--- src/rtl/shift_seq8_pkg.sv ---
// shift_seq8_pkg: shared widths, op encodings and FSM states
package shift_seq8_pkg;
  localparam int DATA_W = 8;
  localparam int AMT_W = 3;
  localparam logic [2:0] OP_LSL = 3'b000;
  localparam logic [2:0] OP_LSR = 3'b001;
  localparam logic [2:0] OP_ASR = 3'b010;
  localparam logic [2:0] OP_ROL = 3'b011;
  localparam logic [2:0] OP_ROR = 3'b100;
  typedef enum logic [1:0] {IDLE, SHIFT, DONE} state_t;
endpackage

--- src/rtl/shift_step8.sv ---
// shift_step8: single-bit shift or rotate of an 8-bit value
module shift_step8
  import shift_seq8_pkg::*;
(
  input  logic [DATA_W-1:0] i_data,
  input  logic [2:0]        i_op,
  output logic [DATA_W-1:0] o_data
);
  // one-step result for the selected op
  always_comb
    o_data = (i_op == OP_LSL) ? {i_data[6:0], 1'b0} :
             (i_op == OP_LSR) ? {1'b0, i_data[7:1]} :
             (i_op == OP_ASR) ? {i_data[7], i_data[7:1]} :
             (i_op == OP_ROL) ? {i_data[6:0], i_data[7]} :
                                {i_data[0], i_data[7:1]};
endmodule

--- src/rtl/shift_seq8.sv ---
// shift_seq8: multi-cycle shifter applying one bit of shift per clock
module shift_seq8
  import shift_seq8_pkg::*;
(
  input  logic              clk,
  input  logic              reset,
  input  logic              start,
  input  logic [2:0]        op,
  input  logic [AMT_W-1:0]  amount,
  input  logic [DATA_W-1:0] din,
  output logic              busy,
  output logic              done,
  output logic [DATA_W-1:0] dout,
  output logic              err
);
  state_t r_state, w_state_nxt;
  logic [AMT_W-1:0] r_cnt;
  logic [2:0] r_op;
  logic [DATA_W-1:0] r_data, w_step;
  logic r_err, w_accept, w_illegal;
  shift_step8 u_step (.i_data(r_data), .i_op(r_op), .o_data(w_step));
  // next state; start is only honoured outside SHIFT
  always_comb begin
    w_state_nxt = IDLE;
    w_accept = 1'b0;
    w_illegal = 1'b0;
    if (r_state == SHIFT) w_state_nxt = (r_cnt == AMT_W'(1)) ? DONE : SHIFT;
    else if (start) begin
      w_accept = (op <= OP_ROR);
      w_illegal = !w_accept;
      w_state_nxt = !w_accept ? IDLE : (amount != '0) ? SHIFT : DONE;
    end
  end
  // state register
  always_ff @(posedge clk)
    r_state <= reset ? IDLE : w_state_nxt;
  // working register, counter, latched op and error pulse
  always_ff @(posedge clk) begin
    if (reset) begin
      r_data <= '0;
      r_cnt <= '0;
      r_op <= OP_LSL;
      r_err <= 1'b0;
    end else begin
      r_err <= w_illegal;
      if (w_accept) begin
        r_data <= din;
        r_cnt <= amount;
        r_op <= op;
      end else if (r_state == SHIFT) begin
        r_data <= w_step;
        r_cnt <= r_cnt - AMT_W'(1);
      end
    end
  end
  assign busy = (r_state == SHIFT);
  assign done = (r_state == DONE);
  assign dout = r_data;
  assign err = r_err;
endmodule

--- config.mk ---
export PLATFORM = sky130hd
export DESIGN_NAME = shift_seq8
export DESIGN_NICKNAME = d
export VERILOG_FILES = /design/src/rtl/shift_seq8_pkg.sv /design/src/rtl/shift_step8.sv /design/src/rtl/shift_seq8.sv
export SDC_FILE = /design/constraint.sdc
export NUM_CORES = 1
export LEC_CHECK = 0
export CAP_MARGIN = 20
export CORE_MARGIN = 1.5
export CORE_UTILIZATION = 30
export DETAILED_ROUTE_END_ITERATION = 7
export HOLD_SLACK_MARGIN = 0.15
export MAX_ROUTING_LAYER = met4
export PLACE_DENSITY = 0.58
export REMOVE_ABC_BUFFERS = 1
export SKIP_LAST_GASP = 1
export SYNTH_ARGS = -nofsm -noshare
export SYNTH_HDL_FRONTEND = slang
export SYNTH_SLANG_ARGS = --single-unit
--- constraint.sdc ---
create_clock -name clk -period 1.9 [get_ports clk]
set_clock_uncertainty 0.15 [all_clocks]
set_input_delay 0.57 -clock clk [delete_from_list [all_inputs] [get_ports clk]]
set_output_delay 0.57 -clock clk [all_outputs]
set_load 0.01 [all_outputs]
==> results.md, run 1 <==
- 28 I/O pins were placed.
- The standard cell with the maximum stage delay on the critical path is clkdlybuf4s50_1.
- At the end of the flow, the number of nets in the layout was 162.
- The global-route usage over all layers is 0.1542.
- The flow ran to the end, and the final reports show no timing, DRC or antenna violations.
- VDD sags by at most 221.7 uV.
- CTS built an H-tree with a depth of 1.
- The worst-case clock buffer depth is 2.
- The clock drives 17 sinks.
- STA classifies the critical path startpoint as a register.
- Averaged over all synthesized cells, the footprint is 8.770 um2.
- In the final layout, the share of cells above drive strength 1 is 0.1972.
- Setup violations remaining at the end of the flow were counted as 0.
- The number of DRC markers in iteration 0 is 24.
- The post-detailed-route via-to-cell ratio is 4.898.
- The leakage power is 0.0005917 uW.
- The first-pass GRT wire length is 3.946 mm.
- The final routed DRC violation total is 0.
- For this block, the routed nets add up to 2.388 mm of wire.
- The number of hold buffers added after CTS was 0.
- The die is 59.19 um wide.
- The dominant combinational cell family by area after synthesis is compound AO/OA/AOI/OAI gates.
- The clock insertion delay at the later pin of the skew report is 300 ps.
- The peak per-stage delay on the critical path is 520 ps.
- The clock tree from TritonCTS is yes.
- The critical path start-end classification is reg -> out.
- Of the total synthesized cell area, the portion taken by full adders, half adders and majority gates is 0.03699.
- The number of antenna diodes is 0.
- The initial antenna violation count is 0.
- The reg-to-reg setup timing slack is 450 ps.
- The post-placement cell area is 1324 um2.
- The post-synthesis to final-layout area growth is 43.06%.
- Summing every instance area after synthesis gives 947.2 um2.
- The data arrival time at the worst-slack endpoint is 1140 ps.
- Measured against its own limit, the worst slew margin works out to 0.7893.
- The tightest min-delay check is of the reg -> reg type.
- Yosys mapped the design onto 33 distinct sky130hd cell types.
- Across the run, the number of max-cap violations was 0.
- The number of global-route vias before repair came to 844.
- Together, buffers and inverters on the worst path number 1.
- Setup repair after global routing left no endpoint under its margin.
- The congestion estimate from routability-driven global placement came to 0.8572.
- The transition time of the tightest slew-check pin is 315.6 ps.
- Entering global routing, the biggest net connects 20 pins.
- The area of all placed cells without fillers is 1355 um2.
- The final core utilization is 0.4475.
- After technology mapping, the gate count stands at 108.
- Of the available clock period, the critical path in the final layout requires 0.9774.
- In the final routed layout, each cell accounts on average for 12.84 um.
- For this design the ratio of total power to cell area is 668.2 nW/um2.
- The clock transition at the registers of the reported paths is 110 ps.
- Counting flops and latches in the post-synthesis netlist gives 17.
- The HPWL after detailed placement is 1.754 mm.
- The row count is 20.
- The critical path endpoint category is an output pin.
- The xor/xnor cell area share of the yosys netlist is 0.01717.
- STA puts the critical path data required time at 1180 ps.
- The share of synthesized area occupied by flip-flops and latches is 0.3593.
- The area of the die is 3503 um2.
- Input and output buffers added on the ports amount to 27.
- The CTS buffer count is 3.
- For this configuration, the core starts out at a cell density of 0.3128.
- The proportion of synthesized area in mux cells is 0.08454.
- The post-CTS setup-driven buffer insertion count is 0.
- The aggregate global routing overflow is 0.
- The count of flip-flops with a built-in enable after synthesis is 0.
- The core area is 3028 um2.
- For this run, the number of Yosys warnings is 0.
- The clock root buffer master is clkbuf_4.
- The critical path's top delay family is buffers and inverters.
- The final count of hold timing violations is 0.
- The remaining number of nets flagged by the antenna check after routing is 0.
- The minimum clock period after layout is 1857 ps.
- Of the total synthesized cell area, the portion taken by AND, OR, NAND and NOR gates is 0.1757.
- The vertical die dimension is 59.19 um.
- Of all nets on the critical path, the largest fanout is 1.
- Summing over every cut layer, the via total after detailed routing is 911.
- The main flop type after synthesis is dfxtp_1.
- In the synthesized netlist the async set-or-reset flop fraction comes to 0.
- The number of search-and-repair iterations in the first detailed-routing pass is 4.
- The number of max-slew violations in the final report was 0.
- The signal on the critical path passes through clkdlybuf4s50_1.
- The fraction of the mapped netlist area in compound gates is 0.2444.
- Static timing analysis puts the maximum clock frequency at 0.5385 GHz.
==> synth_stat cells, drive strengths merged, types with 2 or more instances <==
master   n  area share
a31oi    2       0.013
o22ai    2       0.013
ha       2       0.026
nor3     2       0.011
buf      6       0.041
and3     6       0.040
mux2i    8       0.085
a211oi  13        0.10
inv      7       0.028
nor2     5       0.028
o21ai    5       0.030
a311oi   4       0.037
nand3    2       0.016
clkbuf   3       0.013
dfxtp   17        0.36
nand4    2       0.013
a21oi    4       0.021
nand2    8       0.034
nor2b    3       0.020
==> final cells by class <==
class / count / area (um2)
Inverter: 7 / 26.28
Fill cell: 331 / 1673
Multi-Input combinational cell: 75 / 536.8
Sequential cell: 17 / 349.1
Tap cell: 44 / 55.05
Clock buffer: 4 / 26.28
Timing Repair Buffer: 39 / 361.6
==> registers in the layout, summed over array words and instances, names as in the netlist <==
register / flops
r_cnt: 3
r_op: 3
dout: 8
r_state: 2
err: 1
==> kinds of logic (layout without fill, tap and decap cells) <==
| kind of cell | after synthesis | count (layout) |
|---|---|---|
| and+or+nand+nor | 30 | 30 |
| AOI/OAI and AO/OA | 33 | 33 |
| adders and majority gates | 3 | 3 |
| xor gates and xnor gates | 1 | 1 |
| muxes | 8 | 8 |
| DFF | 17 | 17 |
| buffers and inverters | 16 | 50 |
==> routing by layer <==
layer	wire length, um	vias up	GRT usage
met5	0	-	-
met4	27	0	0.06818
met3	95	2	0.02620
met2	1098	26	0.2245
met1	1166	418	0.2083
li1	-	465	-
==> stage by stage <==
step	setup TNS [ps]	setup slack (ps)	cells	power (uW)	hold slack, ps
3_3_place_gp	-2195	-186.3	182	712.1	340.0
2_1_floorplan	0	214.8	99	567.6	311.1
4_1_cts	0	34.46	186	909.1	368.6
6_report	0	42.90	186	905.4	372.2
3_5_place_dp	-2691	-206.1	182	716.1	360.0
5_1_grt	0	2.685	186	963.5	409.8
==> layout by cell type, fill, tap and decap left out, drive strengths merged <==
cell	Yosys	layout
clkdlybuf4s50	0	17
dfxtp	17	17
a211oi	13	13
buf	6	12
dlygate4sd2	0	9
mux2i	8	8
nand2	8	8
inv	7	7
and3	6	6
o21ai	5	5
nor2	5	5
a311oi	4	4
a21oi	4	4
clkbuf	3	4
nor2b	3	3
o22ai	2	2
nor3	2	2
nand4	2	2
a31oi	2	2
ha	2	2
nand3	2	2
nand2b	1	1
xor2	1	1
a21o	1	1
a221oi	1	1
nand3b	1	1
maj3	1	1
o32ai	1	1
clkdlybuf4s15	0	1
==> final timing paths <==
check,from,endpoint,cells after the start
max,err,err,1
min,dout[5],dout[6],2
max reg2reg,r_op[0],dout[7],4
min reg2reg,dout[5],dout[6],2
==> power breakdown <==
group | switching (uW) | internal [uW]
clock | 123 | 81.7
combinational | 127 | 144
sequential | 35.5 | 394
total | 286 | 620
==> timing repair <==
| action | 4_1_cts | 5_1_grt |
|---|---|---|
| cloned | 0 | 0 |
| hold endpoints to repair | 0 | 0 |
| gates resized for setup | 17 | 2 |
| setup endpoints to repair | 10 | 2 |
| pin swaps | 0 | 0 |
Note: power is estimated with default switching activity, not from simulation.
==> run 2: changes to the inputs <==
--- a/config.mk
+++ b/config.mk
@@ -12,6 +12,7 @@
 export HOLD_SLACK_MARGIN = 0.15
 export MAX_ROUTING_LAYER = met4
 export PLACE_DENSITY = 0.58
+export RECOVER_POWER = 50
 export REMOVE_ABC_BUFFERS = 1
 export SKIP_LAST_GASP = 1
 export SYNTH_ARGS = -nofsm -noshare
==> run 2 against run 1 <==
Against the previous run:
- core utilization fell by 0.29 points
- clock power barely moved
- routed wire length barely moved
- fmax did not move
- design area fell by 0.65%
- first-iteration DRC count did not move
- critical path type unchanged
- via count did not move
- critical path depth did not move
- largest power group unchanged
- critical endpoint unchanged
- power fell by 0.48%
- register-to-register slack barely moved
- setup slack did not move
- highest routed layer unchanged
==> results.md, run 2 (synthesized netlist as in run 1, its figures left out) <==
- The run finished with clean final reports.
- The pre-CTS setup slack is -206.1 ps (unchanged).
- The total power per unit cell area was 669.3 nW/um2 (+0.17%).
- The row count is 20 (unchanged).
- The clock transition at the registers of the reported paths is 110 ps (about the same).
- The required time of the critical path is 1180 ps (about the same).
- The number of violations of the max-capacitance limit is 0 (unchanged).
- The core area is 3028 um2 (unchanged).
- The placed cell count is 182 (unchanged).
- The number of global-route vias before repair is 844 (unchanged).
- The number of DRC markers in iteration 0 is 24 (unchanged).
- The transition time of the tightest slew-check pin is 315.6 ps (unchanged).
- The critical path start-end classification is reg -> out.
- The worst setup slack after layout is 42.90 ps (unchanged).
- The final routed DRC violation total came to 0 (unchanged).
- The standard cell with the maximum stage delay on the critical path is clkdlybuf4s50_1.
- The critical path's top delay family is buffers and inverters.
- The switching share of power came to 0.3170 (+0.001526).
- The share of final-layout standard cells stronger than drive strength 1 is 0.1479 (-0.04930).
- The leakage power is 0.0005895 uW (-0.37%).
- The met2 track utilization from global routing is 0.2245 (unchanged).
- The number of buffers and inverters on the critical path is 1 (unchanged).
- Setup repair after global routing left no endpoint under its margin.
- The top-level I/O count came to 28 (unchanged).
- The minimum clock period after layout is 1857 ps (unchanged).
- The total power after layout is 901.1 uW (-0.48%).
- The count of final setup violators was 0 (unchanged).
- The clock tree from TritonCTS is yes.
- The global-route usage over all layers is 0.1542 (unchanged).
- The relative contribution of the clock network to total power was 0.227 (about the same).
- The number of search-and-repair iterations in the first detailed-routing pass is 4 (unchanged).
- The cell-internal power is 615.4 uW (-0.70%).
- The CTS buffer count was 3 (unchanged).
- The number of antenna diodes is 0 (unchanged).
- The routability-driven placement congestion ratio is 0.8572 (unchanged).
- The total length of routed wires is 2.387 mm (about the same).
- The half-perimeter wire length of the detailed placement result is 1.754 mm (unchanged).
- Walking the worst path, the cells encountered are clkdlybuf4s50_1.
- The maximum number of pins on one net before global-route repair is 20 (unchanged).
- The worst setup path is captured at an output pin.
- The worst-case clock buffer depth is 2 (unchanged).
- The final count of hold timing violations came to 0 (unchanged).
- Compared with the post-synthesis result, the final layout area differs by 42.14%.
- The first-pass GRT wire length came to 3.946 mm (unchanged).
- The worst supply voltage drop on vdd is 221.6 uV (about the same).
- The number of filler cells placed in the layout is 333 (+0.60%).
- The vertical die dimension is 59.19 um (unchanged).
- The most frequent standard cell in the layout excluding fill and tap cells is dfxtp_1.
- The effective utilization at floorplan is 0.3128 (unchanged).
- The part of the power in registers is 0.473 (about the same).
- The quantity of hold-fixing buffers added after cts is 0 (unchanged).
- The number of flip-flops in the largest register is 8 (unchanged).
- The remaining number of nets flagged by the antenna check after routing is 0 (unchanged).
- The clock sink count is 17 (unchanged).
- The final cell count without fillers is 186 (unchanged).
- The number of buffers added on ports was 27 (unchanged).
- The maximum frequency from static timing analysis is 0.5385 GHz (unchanged).
- The layer flagged by global routing as most heavily used is met2.
- In the layout the commonest cells are dfxtp_1 (17), clkdlybuf4s50_1 (16), a211oi_1 (13).
- The sum of negative setup slack is 0 ps (unchanged).
- The layout net count is 162 (unchanged).
- The class of the tightest hold or removal check is reg -> reg.
- The number of levels in the clock H-tree is 1 (unchanged).
- The peak per-stage delay on the critical path is 520 ps (about the same).
- The clock insertion delay at the later pin of the skew report is 300 ps (about the same).
- The part of the power in combinational logic came to 0.300 (about the same).
- The data arrival time at the worst-slack endpoint was 1140 ps (about the same).
- STA classifies the critical path startpoint as a register.
- The global routing usage on met3 came to 0.02620 (unchanged).
- The share of the clock period used by the worst path after layout is 0.9774 (unchanged).
- The number of max-slew violations in the final report came to 0 (unchanged).
- The largest driver fanout on the critical path is 1 (unchanged).
- The count of vias placed by the detailed router is 911 (unchanged).
- The post-detailed-route via-to-cell ratio is 4.898 (unchanged).
- The worst slew margin relative to its limit is 0.7893 (unchanged).
- The switching power is 285.7 uW (about the same).
- The average detailed-routed wire length per instance is 12.83 um (about the same).
- The die width is 59.19 um (unchanged).
- The cell sitting at the root of the clock tree is a clkbuf_4.
- The initial antenna violation count is 0 (unchanged).
- The area of the die is 3503 um2 (unchanged).
- The global-route track usage on met1 is 0.2083 (unchanged).
- The aggregate global routing overflow is 0 (unchanged).
==> run 2: power groups by stage <==
stage          registers, uW  logic [uW]  clock network [uW]
3_5_place_dp             435         281                   0
4_1_cts                  430         269                 211
3_3_place_gp             434         278                   0
5_1_grt                  432         299                 228
6_report                 426         271                 205
2_1_floorplan            435         132                   0
==> run 2: final timing paths <==
path         startpoint        to  slack [ps]  cells past startpoint
max reg2reg     r_op[0]   dout[7]         450                      4
min reg2reg    r_cnt[0]  r_cnt[0]         370                      1
min            r_cnt[0]  r_cnt[0]         370                      1
max                 err       err          40                      1
==> run 2: layout make-up <==
class / count / area [um2] / area share
Clock buffer: 4 / 26.28 / 0.01952
Inverter: 7 / 26.28 / 0.01952
Multi-Input combinational cell: 75 / 536.8 / 0.3987
Sequential cell: 17 / 340.3 / 0.2528
Tap cell: 44 / 55.05 / 0.04089
Timing Repair Buffer: 39 / 361.6 / 0.2686
==> run 2: per-stage QoR <==
| step | utilization | area [um2] | hold slack [ps] |
|---|---|---|---|
| final | 0.4446 | 1346 | 373.5 |
| after global routing | 0.4446 | 1346 | 419.9 |
| after CTS | 0.4446 | 1346 | 368.6 |
| after detailed placement | 0.4372 | 1324 | 360.0 |
| after global placement | 0.4372 | 1324 | 340.0 |
| after floorplan | - | 895.9 | 311.1 |
==> run 2: what timing repair did <==
action,in CTS,in global routing
cloned,0,0
buffers inserted,0,0
pin swaps,0,0
resized for setup,17,2
setup endpoints to repair,10,2
==> run 2: worst register-to-register path: stages, from the launching register on <==
cell and delay, ps:
dfxtp_1 440, inv_1 110, maj3_1 350, a21oi_1 180
o32ai_2 100
==> run 2: layer usage <==
metal | vias up | wire length (um)
li1 | 465 | -
met1 | 418 | 1166
met2 | 26 | 1098
met3 | 2 | 95
met4 | 0 | 27
met5 | - | 0
